**src/rtl/uart_rx_pkg.sv**
```systemverilog
// Shared types and constants for the oversampling UART receiver.
// Combinational helpers only; no flow control.
package uart_rx_pkg;

    localparam int DATA_WIDTH       = 8;
    localparam int PRESCALE_DEFAULT = 16;

    typedef enum logic [2:0] {
        IDLE,
        START,
        DATA,
        PARITY,
        STOP
    } rx_state_e;

    function automatic logic prescale_legal(input int unsigned p);
        return (p == 8) || (p == 16) || (p == 32);
    endfunction

endpackage

```
**src/rtl/uart_rx_if.sv**
```systemverilog
// Serial line, frame-format controls and received-byte strobes of the UART receiver.
// master drives the line and format controls; slave is the receiver.
interface uart_rx_if #(
    parameter int DATA_WIDTH = 8,
    parameter int PRESCALE_W = 6
);
    logic                  rx_in;
    logic [PRESCALE_W-1:0] prescale;
    logic                  par_en;
    logic                  par_typ;
    logic [DATA_WIDTH-1:0] p_data;
    logic                  data_valid;
    logic                  par_err;
    logic                  stp_err;

    modport master (
        output rx_in, prescale, par_en, par_typ,
        input  p_data, data_valid, par_err, stp_err
    );

    modport slave (
        input  rx_in, prescale, par_en, par_typ,
        output p_data, data_valid, par_err, stp_err
    );
endinterface

```
**src/rtl/uart_rx_edge_bit_cnt.sv**
```systemverilog
// Oversample edge counter and bit counter; flags the wrap and the bit-resolve point.
// Resolve point is e==P/2, or e==P/2+1 when UART_RX_MAJORITY_VOTE_EN is defined. No backpressure.
module uart_rx_edge_bit_cnt #(
    parameter int PRESCALE_W = 6,
    parameter int BIT_W      = 4
) (
    input  logic                  clk,
    input  logic                  rst,
    input  logic [PRESCALE_W-1:0] presc_i,
    input  logic                  cnt_en_i,
    input  logic                  cnt_clr_i,
    input  logic                  bit_clr_i,
    output logic                  wrap_o,
    output logic                  res_o,
    output logic [BIT_W-1:0]      bit_o
);
    logic [PRESCALE_W-1:0] edge_q, edge_d;
    logic [BIT_W-1:0]      bit_q, bit_d;
    logic [PRESCALE_W-1:0] half;

    assign half   = presc_i >> 1;
    assign wrap_o = cnt_en_i && (edge_q == presc_i - PRESCALE_W'(1));
`ifdef UART_RX_MAJORITY_VOTE_EN
    assign res_o  = cnt_en_i && (edge_q == half + PRESCALE_W'(1));
`else
    assign res_o  = cnt_en_i && (edge_q == half);
`endif
    assign bit_o  = bit_q;

    always_comb begin
        edge_d = edge_q;
        bit_d  = bit_q;
        if (cnt_clr_i) begin
            edge_d = '0;
            bit_d  = '0;
        end else if (cnt_en_i) begin
            if (wrap_o) begin
                edge_d = '0;
                bit_d  = bit_clr_i ? '0 : bit_q + BIT_W'(1);
            end else begin
                edge_d = edge_q + PRESCALE_W'(1);
            end
        end
    end

    always_ff @(posedge clk) begin
        if (rst) begin
            edge_q <= '0;
            bit_q  <= '0;
        end else begin
            edge_q <= edge_d;
            bit_q  <= bit_d;
        end
    end

endmodule

```
**src/rtl/uart_rx.sv**
```systemverilog
// Oversampling UART receiver: 1 start, DATA_WIDTH data bits LSB first, optional parity, 1 stop.
// Strobes appear 2 sync cycles + mid-stop-bit after the start edge (+1 with UART_RX_MAJORITY_VOTE_EN); no backpressure.
module uart_rx #(
    parameter int DATA_WIDTH = uart_rx_pkg::DATA_WIDTH,
    parameter int PRESCALE_W = 6
) (
    input  logic     clk,
    input  logic     rst,
    uart_rx_if.slave rx
);
    import uart_rx_pkg::*;

    localparam int BIT_W = $clog2(DATA_WIDTH) + 1;

    logic                  sync1_q, rx_s_q;
    rx_state_e             state_q, state_d;
    logic                  armed_q, armed_d;
    logic [PRESCALE_W-1:0] presc_q, presc_d;
    logic                  par_en_q, par_en_d;
    logic                  par_typ_q, par_typ_d;
    logic [DATA_WIDTH-1:0] shift_q, shift_d;
    logic                  par_bit_q, par_bit_d;
    logic [DATA_WIDTH-1:0] p_data_q, p_data_d;
    logic                  dv_q, dv_d;
    logic                  pe_q, pe_d;
    logic                  se_q, se_d;

    logic                  wrap, res_pt, bit_val, par_mis, last_bit;
    logic [BIT_W-1:0]      bit_cnt;

    uart_rx_edge_bit_cnt #(
        .PRESCALE_W (PRESCALE_W),
        .BIT_W      (BIT_W)
    ) u_cnt (
        .clk       (clk),
        .rst       (rst),
        .presc_i   (presc_q),
        .cnt_en_i  (state_q != IDLE),
        .cnt_clr_i (state_q == IDLE),
        .bit_clr_i (state_q == START),
        .wrap_o    (wrap),
        .res_o     (res_pt),
        .bit_o     (bit_cnt)
    );

`ifdef UART_RX_MAJORITY_VOTE_EN
    // hist_q holds rx_s from the two cycles before the resolve point
    logic [1:0] hist_q;
    always_ff @(posedge clk) begin
        if (rst) hist_q <= 2'b11;
        else     hist_q <= {hist_q[0], rx_s_q};
    end
    assign bit_val = (hist_q[1] & hist_q[0]) | (hist_q[1] & rx_s_q) | (hist_q[0] & rx_s_q);
`else
    assign bit_val = rx_s_q;
`endif

    assign last_bit = (bit_cnt == BIT_W'(DATA_WIDTH - 1));
    assign par_mis  = par_en_q && (par_bit_q != ((^shift_q) ^ par_typ_q));

    always_comb begin
        state_d   = state_q;
        armed_d   = armed_q;
        presc_d   = presc_q;
        par_en_d  = par_en_q;
        par_typ_d = par_typ_q;
        shift_d   = shift_q;
        par_bit_d = par_bit_q;
        p_data_d  = p_data_q;
        dv_d      = 1'b0;
        pe_d      = 1'b0;
        se_d      = 1'b0;
        unique case (state_q)
            IDLE: begin
                // After a frame or glitch the line must be seen high once before a new start
                if (!armed_q) begin
                    armed_d = rx_s_q;
                end else if (!rx_s_q) begin
                    state_d   = START;
                    presc_d   = prescale_legal(32'(rx.prescale)) ? rx.prescale
                                                                 : PRESCALE_W'(PRESCALE_DEFAULT);
                    par_en_d  = rx.par_en;
                    par_typ_d = rx.par_typ;
                end
            end
            START: begin
                if (res_pt && bit_val) begin
                    state_d = IDLE;
                    armed_d = 1'b0;
                end else if (wrap) begin
                    state_d = DATA;
                end
            end
            DATA: begin
                if (res_pt) shift_d = {bit_val, shift_q[DATA_WIDTH-1:1]};
                if (wrap && last_bit) state_d = par_en_q ? PARITY : STOP;
            end
            PARITY: begin
                if (res_pt) par_bit_d = bit_val;
                if (wrap)   state_d   = STOP;
            end
            STOP: begin
                if (res_pt) begin
                    state_d = IDLE;
                    armed_d = 1'b0;
                    pe_d    = par_mis;
                    se_d    = !bit_val;
                    if (!par_mis && bit_val) begin
                        dv_d     = 1'b1;
                        p_data_d = shift_q;
                    end
                end
            end
            default: state_d = IDLE;
        endcase
    end

    always_ff @(posedge clk) begin
        if (rst) begin
            sync1_q   <= 1'b1;
            rx_s_q    <= 1'b1;
            state_q   <= IDLE;
            armed_q   <= 1'b0;
            presc_q   <= PRESCALE_W'(PRESCALE_DEFAULT);
            par_en_q  <= 1'b0;
            par_typ_q <= 1'b0;
            shift_q   <= '0;
            par_bit_q <= 1'b0;
            p_data_q  <= '0;
            dv_q      <= 1'b0;
            pe_q      <= 1'b0;
            se_q      <= 1'b0;
        end else begin
            sync1_q   <= rx.rx_in;
            rx_s_q    <= sync1_q;
            state_q   <= state_d;
            armed_q   <= armed_d;
            presc_q   <= presc_d;
            par_en_q  <= par_en_d;
            par_typ_q <= par_typ_d;
            shift_q   <= shift_d;
            par_bit_q <= par_bit_d;
            p_data_q  <= p_data_d;
            dv_q      <= dv_d;
            pe_q      <= pe_d;
            se_q      <= se_d;
        end
    end

    assign rx.p_data     = p_data_q;
    assign rx.data_valid = dv_q;
    assign rx.par_err    = pe_q;
    assign rx.stp_err    = se_q;

endmodule

```
**src/flat_wrapper.sv**
```systemverilog
// flat-port wrapper written by rule: the top's interface ports become plain ports
module uart_rx_flat import uart_rx_pkg::*;
#(
    parameter int DATA_WIDTH = uart_rx_pkg::DATA_WIDTH,
    parameter int PRESCALE_W = 6
)
  (clk, rst, rx_rx_in, rx_prescale, rx_par_en, rx_par_typ, rx_p_data, rx_data_valid, rx_par_err, rx_stp_err);
  uart_rx_if #(.DATA_WIDTH(DATA_WIDTH), .PRESCALE_W(PRESCALE_W)) rx_i ();
  input  logic clk;
  input  logic rst;
  input wire logic [$bits(rx_i.rx_in)-1:0] rx_rx_in;
  input wire logic [$bits(rx_i.prescale)-1:0] rx_prescale;
  input wire logic [$bits(rx_i.par_en)-1:0] rx_par_en;
  input wire logic [$bits(rx_i.par_typ)-1:0] rx_par_typ;
  output wire logic [$bits(rx_i.p_data)-1:0] rx_p_data;
  output wire logic [$bits(rx_i.data_valid)-1:0] rx_data_valid;
  output wire logic [$bits(rx_i.par_err)-1:0] rx_par_err;
  output wire logic [$bits(rx_i.stp_err)-1:0] rx_stp_err;
  assign rx_i.rx_in = rx_rx_in;
  assign rx_i.prescale = rx_prescale;
  assign rx_i.par_en = rx_par_en;
  assign rx_i.par_typ = rx_par_typ;
  assign rx_p_data = rx_i.p_data;
  assign rx_data_valid = rx_i.data_valid;
  assign rx_par_err = rx_i.par_err;
  assign rx_stp_err = rx_i.stp_err;
  uart_rx #(.DATA_WIDTH(DATA_WIDTH), .PRESCALE_W(PRESCALE_W)) u_core (.clk(clk), .rst(rst), .rx(rx_i));
endmodule
```
**config.mk**
```make
export PLATFORM = sky130hd
export DESIGN_NAME = uart_rx_flat
export DESIGN_NICKNAME = d
export VERILOG_FILES = /design/src/rtl/uart_rx_pkg.sv /design/src/rtl/uart_rx_if.sv /design/src/rtl/uart_rx_edge_bit_cnt.sv /design/src/rtl/uart_rx.sv /design/src/flat_wrapper.sv
export SDC_FILE = /design/constraint.sdc
export NUM_CORES = 1
export LEC_CHECK = 0
export BUFFER_PORTS_ARGS = -buffer_cell sky130_fd_sc_hd__buf_2
export CAP_MARGIN = 20
export CORE_MARGIN = 2
export CORE_UTILIZATION = 30
export DETAILED_ROUTE_END_ITERATION = 8
export PLACE_DENSITY = 0.43
export SLEW_MARGIN = 25
export SYNTH_ARGS = -nofsm -noshare
export SYNTH_HDL_FRONTEND = slang
export SYNTH_HIERARCHICAL = 1
export SYNTH_SLANG_ARGS = --single-unit
```
**constraint.sdc**
```tcl
create_clock -name clk -period 7.65 [get_ports clk]
set_input_delay 0.765 -clock clk [delete_from_list [all_inputs] [get_ports clk]]
set_output_delay 0.765 -clock clk [all_outputs]
set_load 0.01 [all_outputs]
```
==> reports/metrics.csv, run 1 <==
stage;metric;value;unit
run_status;status;completed;
clocking;H-tree levels;2;
clocking;hold bufs inserted after CTS;0;
setup_path;CP max stage delay;550;ps
floorplan;Chip Width;90.1;um
synthesis;cell taking the most area after synthesis;dfxtp_1;
floorplan;Starting Density;0.308;
grt;vias in the first global route;1608;
clocking;clock tree from TritonCTS;built;
power_and_ir_drop;Power Density;202;nW/um^2
timing;Final TNS setup;0;ps
timing;FMAX;0.353;GHz
synthesis;synth unique cells;45;
synthesis;Syn Nets;256;
synthesis;Post-synth top cells;dfxtp_1, nor2_1, mux2i_1, nand2b_1, xnor2_1;
grt;pin count of the biggest net entering global routing;42;
synthesis;Avg Inst Size Synth;9.18;um^2
timing;final setup vio count;0;
setup_path;Req. time, crit path;7870;ps
synthesis;post-synth top area share;0.396;
placement;Port Buffers;21;
hold_path;worst min path class;reg -> reg;
clocking;clock buffer count from CTS;5;
floorplan;Placeable Area;7210;um^2
timing;Rel. slew slack;0.496;
timing;Slew Limit Fails;0;
final_layout;Final Core Density;0.349;
synthesis;sequential area share after synthesis;0.396;
timing;actual slew at the worst max-slew pin;754;ps
clocking;Longest Clk Path Bufs;2;
synthesis;most frequent cell after synthesis;dfxtp_1;
synthesis;Synth Instances;242;
power_and_ir_drop;Leak;0.899;nW
routing;Post-DRT Antenna Nets;0;
setup_path;worst setup path class;reg -> reg;
routing;vias per cell;4.64;
setup_path;CP max FO;11;
final_layout;Post-layout nets;270;
floorplan;Top Ports;22;
grt;initial antenna violation count;0;
power_and_ir_drop;Peak VDD IR;0.0000766;V
grt;global-route wire length before repair;7480;um
synthesis;Yosys reg bits;44;
clocking;clk sinks;44;
setup_path;Critical Path Slowest Stage Cell;or4_1;
synthesis;Ys Warns;6;
routing;drt wl/cell;12.1;um
setup_path;ordered list of cells on the worst path;or4_1, or3_1, a211o_1, nor2_1, o32ai_2, or3_1, a21oi_2;
synthesis;Cell Area, Synth;2220;um^2
clocking;CTS resizes;0;
routing;detailed-route DRC error count;0;
clocking;setup bufs post-CTS;0;
final_layout;layout cells sized above 1;0.156;
routing;detailed-route via count;1646;
clocking;clk slew on worst S/H paths;90;ps
routing;initial DRC count;106;
power_and_ir_drop;post-layout total power;0.509;mW
timing;RSZ-0062 raised after global routing;no;
floorplan;die area;8110;um^2
synthesis;Synth area leaders;dfxtp_1, mux2i_1, xnor2_1, nand2b_1, nor2_1;
timing;Hold Vio Cnt, Final;0;
grt;aggregate global routing overflow;0;
routing;drt pass-1 iters;4;
synthesis;Async SR Flop Fraction;0;
setup_path;most used cell, CP;or3_1;
grt;Total GRT Usage;0.112;
flow_run;max-cap viol count;0;
setup_path;Worst Setup Start Kind;register;
synthesis;Post-synth EDFFs;0;
placement;HPWL after DPL;2910;um
setup_path;CP Capture Type;register;
final_layout;ant diodes;0;
placement;gpl congestion;0.769;
routing;final wirelength;4310;um
timing;fin crit share;0.370;
setup_path;CP top delay family;simple AND/OR/NAND/NOR gates;
setup_path;Worst Path Arrival;3050;ps
clocking;clock root buffer;clkbuf_8;
timing;minimum clock period after layout;2830;ps
floorplan;# rows;31;
setup_path;Buf/Inv on CP;0;
floorplan;Die Y;90.1;um
clocking;Clock Latency Late Sink;290;ps
synthesis;predominant post-synthesis flop cell;dfxtp_1;
final_layout;Area growth syn-to-layout;13.2;%
timing;Worst Skew;9.84;ps
path summary, 6_finish.rpt:
check | from | end | slack, ps | cells past startpoint
max reg2reg | u_core/presc_q[2] | u_core/state_q[1] | 4820 | 7
max | u_core/presc_q[2] | u_core/state_q[1] | 4820 | 7
min | u_core/sync1_q | u_core/bit_val | 420 | 1
min reg2reg | u_core/sync1_q | u_core/bit_val | 420 | 1
registers in the layout, summed over array words and instances (netlist names):
register              cells
u_core/rx.p_data          8
u_core/shift_q            8
u_core/presc_q            6
u_core/u_cnt/edge_q       6
u_core/u_cnt/bit_o        4
u_core/state_q            3
u_core/armed_q            1
u_core/bit_val            1
u_core/par_bit_q          1
u_core/par_en_q           1
u_core/par_typ_q          1
u_core/rx.data_valid      1
u_core/rx.par_err         1
u_core/rx.stp_err         1
u_core/sync1_q            1
worst register-to-register path, delay by kind of cell (launching register included):
family / cells / cell delay [ps]
AND/OR/NAND/NOR: 4 / 1650
flip-flops: 1 / 380
AO/OA/AOI/OAI: 3 / 730
through the flow:
stage,area [um^2],hold WS (ps),worst slack (ps),instances
2_1_floorplan,2220,389,5080,242
3_3_place_gp,2380,392,4580,348
3_5_place_dp,2390,397,4830,348
4_1_cts,2510,417,4810,355
5_1_grt,2510,432,4690,355
6_report,2510,415,4820,355
metal layers:
layer	wire (um)	global-route usage	vias to the layer above
met5	0	0	-
met4	31	0.0372	0
met3	115	0.0293	2
met2	2040	0.185	16
met1	2130	0.141	763
li1	-	-	865
placed cells by master (no fill, tap or decap), drive strengths merged, types with 5 or more instances in the layout:
cell	n
dfxtp	44
nor2	24
buf	21
mux2i	20
nand2b	19
xnor2	15
a21oi	14
nor3	9
xor2	8
nand2	8
nor2b	6
clkbuf	5
inv	5
or4	5
o21ai	5
cell type report:
| cell class | instances | area, um^2 |
|---|---|---|
| Tap cell | 99 | 124 |
| Timing Repair Buffer | 21 | 105 |
| Clock buffer | 5 | 68.8 |
| Clock inverter | 2 | 60.1 |
| Inverter | 5 | 18.8 |
| Fill cell | 774 | 4700 |
| Multi-Input combinational cell | 179 | 1260 |
| Sequential cell | 44 | 881 |
power by group:
group	switching [mW]	internal (mW)	total [mW]
clock network	0.0796	0.129	0.208
logic	0.0329	0.0244	0.0573
registers	0.0103	0.234	0.244
total	0.123	0.387	0.509
cells by family (layout without fill, tap and decap cells):
| family | count (synthesis) | after routing | share of synthesized area |
|---|---|---|---|
| flops | 44 | 44 | 0.396 |
| fa+ha+maj | 3 | 3 | 0.0169 |
| compound gates | 31 | 31 | 0.0963 |
| xor+xnor | 24 | 24 | 0.101 |
| simple gates | 101 | 101 | 0.259 |
| buf+inv | 19 | 33 | 0.0405 |
| mux | 20 | 20 | 0.0901 |
Note: power is estimated with default switching activity, not from simulation.
==> run 2: changes to the inputs <==
Settings changed: PLACE_DENSITY 0.43 to 0.45.
Clock period 7.65 ns to 2.46 ns, I/O delays scaled along.
==> reports/metrics.csv, run 2 (synthesized netlist as in run 1, its figures left out) <==
stage;metric;value;unit;change
clocking;H-tree levels;2;;unchanged
hold_path;hold depth;2;;+1
grt;aggregate global routing overflow;0;;unchanged
final_layout;most frequent cells in the layout;dfxtp_1, nor2_1, buf_2;;
timing;Final TNS setup;0;ps;unchanged
power_and_ir_drop;Power Density;585;nW/um^2;+190%
setup_path;worst reg-to-reg path cell count;6;;-1
power_and_ir_drop;Leak;0.959;nW;+6.7%
routing;drt pass-1 iters;4;;unchanged
clocking;clk sinks;44;;unchanged
hold_path;worst min path class;in -> reg;;
timing;FMAX;0.422;GHz;+19%
power_and_ir_drop;post-layout total power;1.53;mW;+200%
routing;Post-DRT Antenna Nets;0;;unchanged
routing;final wirelength;4370;um;+1.3%
floorplan;# rows;31;;unchanged
setup_path;CP max FO;8;;-3
final_layout;multi-input logic area;1260;um^2;+0.60%
power_and_ir_drop;Peak VDD IR;0.000266;V;+250%
clocking;Longest Clk Path Bufs;2;;unchanged
clocking;clock buffer count from CTS;5;;unchanged
clocking;Clock Latency Late Sink;300;ps;about the same
floorplan;Placeable Area;7210;um^2;unchanged
flow_run;max-cap viol count;0;;unchanged
grt;global-route wire length before repair;7580;um;+1.3%
setup_path;CP Capture Type;register;;
clocking;clock tree from TritonCTS;built;;
final_layout;Fill cells;785;;+1.4%
timing;RSZ-0062 raised after global routing;no;;
timing;minimum clock period after layout;2370;ps;-461 ps
timing;fin crit share;0.963;;+0.593
routing;drt wl/cell;11.9;um;-2.3%
setup_path;worst setup path class;reg -> reg;;
timing;final setup vio count;0;;unchanged
final_layout;most common cell after layout, fill and taps aside;dfxtp_1;;
grt;Total GRT Usage;0.112;;+0.000707
clocking;hold bufs inserted after CTS;0;;unchanged
routing;initial DRC count;100;;-5.7%
grt;vias in the first global route;1659;;+3.2%
final_layout;Register Area;882;um^2;+0.14%
routing;vias per cell;4.58;;-1.2%
final_layout;ant diodes;0;;unchanged
floorplan;Top Ports;22;;unchanged
placement;placed cell area;2480;um^2;+4.1%
grt;initial antenna violation count;0;;unchanged
timing;Slew Limit Fails;0;;unchanged
placement;gpl congestion;0.812;;+5.6%
placement;Port Buffers;21;;unchanged
routing;detailed-route via count;1686;;+2.4%
setup_path;Req. time, crit path;2690;ps;-5180 ps
final_layout;post-route cell area;2610;um^2;+3.6%
final_layout;Post-layout nets;282;;+4.4%
floorplan;Chip Width;90.1;um;unchanged
timing;Worst Skew;8.26;ps;-1.58 ps
placement;HPWL after DPL;3000;um;+2.9%
final_layout;Area growth syn-to-layout;17.2;%;
floorplan;die area;8110;um^2;unchanged
timing;Rel. slew slack;0.484;;-0.0122
timing;actual slew at the worst max-slew pin;772;ps;+18.2 ps
clocking;clk slew on worst S/H paths;90;ps;about the same
setup_path;Worst Setup Start Kind;register;;
floorplan;Starting Density;0.308;;unchanged
clocking;clock root buffer;clkbuf_8;;
final_layout;layout cells sized above 1;0.204;;+0.0482
timing;Min Hold Slack;129;ps;-287 ps
floorplan;Die Y;90.1;um;unchanged
timing;Hold Vio Cnt, Final;0;;unchanged
setup_path;Worst Path Arrival;2600;ps;-450 ps
run_status;status;completed;;
routing;detailed-route DRC error count;0;;unchanged
grt;pin count of the biggest net entering global routing;42;;unchanged
[run 2: changes by cell type in the layout (fill, tap and decap cells not counted), sizes merged]
cell	delta
clkinv	+2
bufinv	-1
buf	+12
[run 2: worst paths after layout]
path | end | start | slack (ps)
setup reg to reg | u_core/u_cnt/bit_o[1] | u_core/presc_q[1] | 90
hold reg to reg | u_core/bit_val | u_core/sync1_q | 420
hold / removal | u_core/sync1_q | rx_rx_in | 130
setup / recovery | u_core/u_cnt/bit_o[1] | u_core/presc_q[1] | 90
[run 2: where the power goes]
| group | internal (mW) | switching, mW | total, mW |
|---|---|---|---|
| combinational | 0.0928 | 0.125 | 0.218 |
| sequential | 0.726 | 0.0150 | 0.741 |
| clock | 0.306 | 0.260 | 0.566 |
| total | 1.13 | 0.400 | 1.53 |
[run 2: metal layers]
layer	global-route usage	vias up	routed length, um
met5	0	-	0
met4	0.0346	0	41
met3	0.0277	4	97
met2	0.185	18	1980
met1	0.146	778	2250
li1	-	886	-
[run 2: timing repair]
action / CTS / global route
resized for setup: 0 / 2
hold endpoints to repair: 0 / 0
endpoints found under the setup margin: 0 / 4
buffers inserted: 0 / 0
[run 2: layout make-up]
class                   instances  share of cell area
clock inverters                 3              0.0183
multi-input cells             179               0.486
repair buffers                 33              0.0764
flip-flops and latches         44               0.339
clock buffers                   5              0.0264
well taps                      99              0.0476
inverters                       5             0.00720
[run 2: metrics by stage]
stage	setup slack, ps	instances	utilization
3_5_place_dp	38.8	360	0.344
3_3_place_gp	80.2	360	0.344
4_1_cts	15.4	368	0.360
5_1_grt	6.56	368	0.361
6_report	90.6	368	0.361
2_1_floorplan	54.6	242	-
[run 2: worst max-delay path, cell delays in order (launching register included)]
cell,delay (ps)
dfxtp_2,350
or4_1,520
or3_1,320
a211o_1,340
buf_6,160
or4b_1,460
a21oi_1,140
==> run 3: changes to the inputs <==
Settings changed: CELL_PAD_IN_SITES_DETAIL_PLACEMENT from default to 1, CELL_PAD_IN_SITES_GLOBAL_PLACEMENT from default to 2, PLACE_DENSITY 0.45 to 0.66.
==> reports/metrics.csv, run 3 (synthesized netlist as in run 1, its figures left out) <==
stage;metric;value;unit;change
clocking;clock tree from TritonCTS;built;;
power_and_ir_drop;Power Density;559;nW/um^2;-4.5%
setup_path;Critical Path Slowest Stage Cell;or4_1;;
setup_path;worst setup path class;reg -> reg;;
routing;drt wl/cell;12.9;um;+8.5%
run_status;status;completed;;
final_layout;Final Core Density;0.363;;+0.00191
clocking;clk slew on worst S/H paths;90;ps;about the same
power_and_ir_drop;Peak VDD IR;0.000235;V;-12%
setup_path;Req. time, crit path;2700;ps;about the same
setup_path;Worst Setup Start Kind;register;;
timing;fin crit share;0.969;;+0.00567
power_and_ir_drop;switching portion of total power;0.291;;+0.0291
timing;minimum clock period after layout;2380;ps;+13.9 ps
grt;initial antenna violation count;0;;unchanged
power_and_ir_drop;Power Internal;1.04;mW;-7.7%
grt;Total GRT Usage;0.124;;+0.0117
grt;vias in the first global route;1727;;+4.1%
routing;initial DRC count;76;;-24%
power_and_ir_drop;Reg power frac;0.504;;+0.018
final_layout;Post-layout nets;286;;+1.4%
final_layout;layout cells sized above 1;0.223;;+0.0190
routing;detailed-route via count;1732;;+2.7%
timing;Hold Vio Cnt, Final;0;;unchanged
timing;final setup vio count;0;;unchanged
floorplan;Top Ports;22;;unchanged
timing;FMAX;0.420;GHz;-0.59%
placement;HPWL after DPL;3350;um;+12%
grt;pin count of the biggest net entering global routing;33;;-21%
floorplan;Starting Density;0.308;;unchanged
final_layout;Area growth syn-to-layout;17.8;%;
timing;Min Hold Slack;122;ps;-6.75 ps
clocking;clk sinks;44;;unchanged
timing;Worst Skew;13.8;ps;+5.56 ps
grt;global-route wire length before repair;8340;um;+10%
final_layout;Fill cells;865;;+10%
routing;final wirelength;4790;um;+9.7%
setup_path;CP max FO;9;;+1
clocking;clock root buffer;clkbuf_8;;
hold_path;worst min path class;in -> reg;;
floorplan;Chip Width;90.1;um;unchanged
flow_run;max-cap viol count;0;;unchanged
routing;drt pass-1 iters;4;;unchanged
power_and_ir_drop;Switching Power;0.427;mW;+6.7%
routing;vias per cell;4.66;;+1.6%
timing;Rel. slew slack;0.480;;-0.00403
floorplan;Placeable Area;7210;um^2;unchanged
routing;Post-DRT Antenna Nets;0;;unchanged
final_layout;most frequent cells in the layout;dfxtp_1, nor2_1, buf_2;;
timing;actual slew at the worst max-slew pin;778;ps;+6.03 ps
power_and_ir_drop;clock share of power;0.335;;-0.036
clocking;H-tree levels;2;;unchanged
floorplan;# rows;31;;unchanged
setup_path;most used cell, CP;or3_1;;
placement;Port Buffers;21;;unchanged
setup_path;Worst Path Arrival;2620;ps;+20 ps
power_and_ir_drop;Leak;0.966;nW;+0.63%
final_layout;ant diodes;0;;unchanged
setup_path;ordered list of cells on the worst path;or4_1, or3_1, a211o_4, nor2_4, o32ai_2, or3_1, a21oi_2;;
clocking;Clock Latency Late Sink;310;ps;about the same
routing;detailed-route DRC error count;0;;unchanged
floorplan;die area;8110;um^2;unchanged
power_and_ir_drop;combinational share of power;0.160;;+0.017
grt;aggregate global routing overflow;0;;unchanged
clocking;clock buffer count from CTS;5;;unchanged
final_layout;most common cell after layout, fill and taps aside;dfxtp_1;;
setup_path;CP max stage delay;520;ps;about the same
placement;gpl congestion;0.724;;-11%
setup_path;CP Capture Type;register;;
floorplan;Die Y;90.1;um;unchanged
clocking;Longest Clk Path Bufs;2;;unchanged
timing;Slew Limit Fails;0;;unchanged
[run 3: changes by cell type in the layout (fill, tap and decap cells not counted)]
cell | before | now
buf_4 | 11 | 16
clkinv_4 | 2 | 0
inv_6 | 0 | 2
a211o_1 | 2 | 1
a211o_4 | 0 | 1
buf_6 | 1 | 0
bufinv_16 | 1 | 0
clkinvlp_4 | 0 | 1
dfxtp_1 | 43 | 42
dfxtp_2 | 1 | 2
[run 3: final timing paths]
path	start	end	slack [ps]	depth (start not counted)
setup / recovery	u_core/presc_q[1]	u_core/state_q[1]	80	7
hold / removal	rx_rx_in	u_core/sync1_q	120	2
setup reg to reg	u_core/presc_q[1]	u_core/state_q[1]	80	7
hold reg to reg	u_core/sync1_q	u_core/bit_val	420	1
[run 3: final cells by class]
| class | instances | area (um^2) | share of cell area |
|---|---|---|---|
| Multi-Input combinational cell | 179 | 1270 | 0.486 |
| Sequential cell | 44 | 883 | 0.337 |
| Timing Repair Buffer | 37 | 225 | 0.0860 |
| Tap cell | 99 | 124 | 0.0473 |
| Clock buffer | 5 | 68.8 | 0.0263 |
| Clock inverter | 3 | 25.0 | 0.00956 |
| Inverter | 5 | 18.8 | 0.00717 |
[run 3: per-layer routing]
| metal | vias up | wire length (um) | GRT usage |
|---|---|---|---|
| li1 | 893 | - | - |
| met1 | 821 | 2430 | 0.165 |
| met2 | 13 | 2200 | 0.202 |
| met3 | 5 | 100 | 0.0210 |
| met4 | 0 | 60 | 0.0462 |
| met5 | - | 0 | 0 |
[run 3: power by group through the flow]
stage	Clock, mW	Combinational, mW	Sequential, mW
floorplan	0	0.167	0.753
global placement	0	0.235	0.756
detailed placement	0	0.237	0.756
CTS	0.516	0.237	0.739
global route	0.540	0.264	0.742
finish	0.491	0.235	0.739
[run 3: through the flow]
stage	worst slack, ps	power, mW	setup TNS (ps)	area (um^2)	std cells
final	76.7	1.46	0	2620	372
after global routing	-10.7	1.55	-10.7	2620	372
after CTS	16.4	1.49	0	2600	371
after detailed placement	2.29	0.992	0	2510	363
after global placement	72.5	0.991	0	2510	363
after floorplan	54.6	0.920	0	2240	242
[run 3: worst max-delay path, delay by kind of cell, from the launching register on]
| kind | cells | cell delay [ps] |
|---|---|---|
| compound gates | 3 | 620 |
| flops | 1 | 350 |
| simple gates | 4 | 1350 |
[run 3: timing repair]
action / 4_1_cts / 5_1_grt
endpoints found under the setup margin: 1 / 1
buffers inserted: 0 / 1
hold buffers: 0 / 0
pin swaps: 0 / 1
resized for setup: 1 / 3
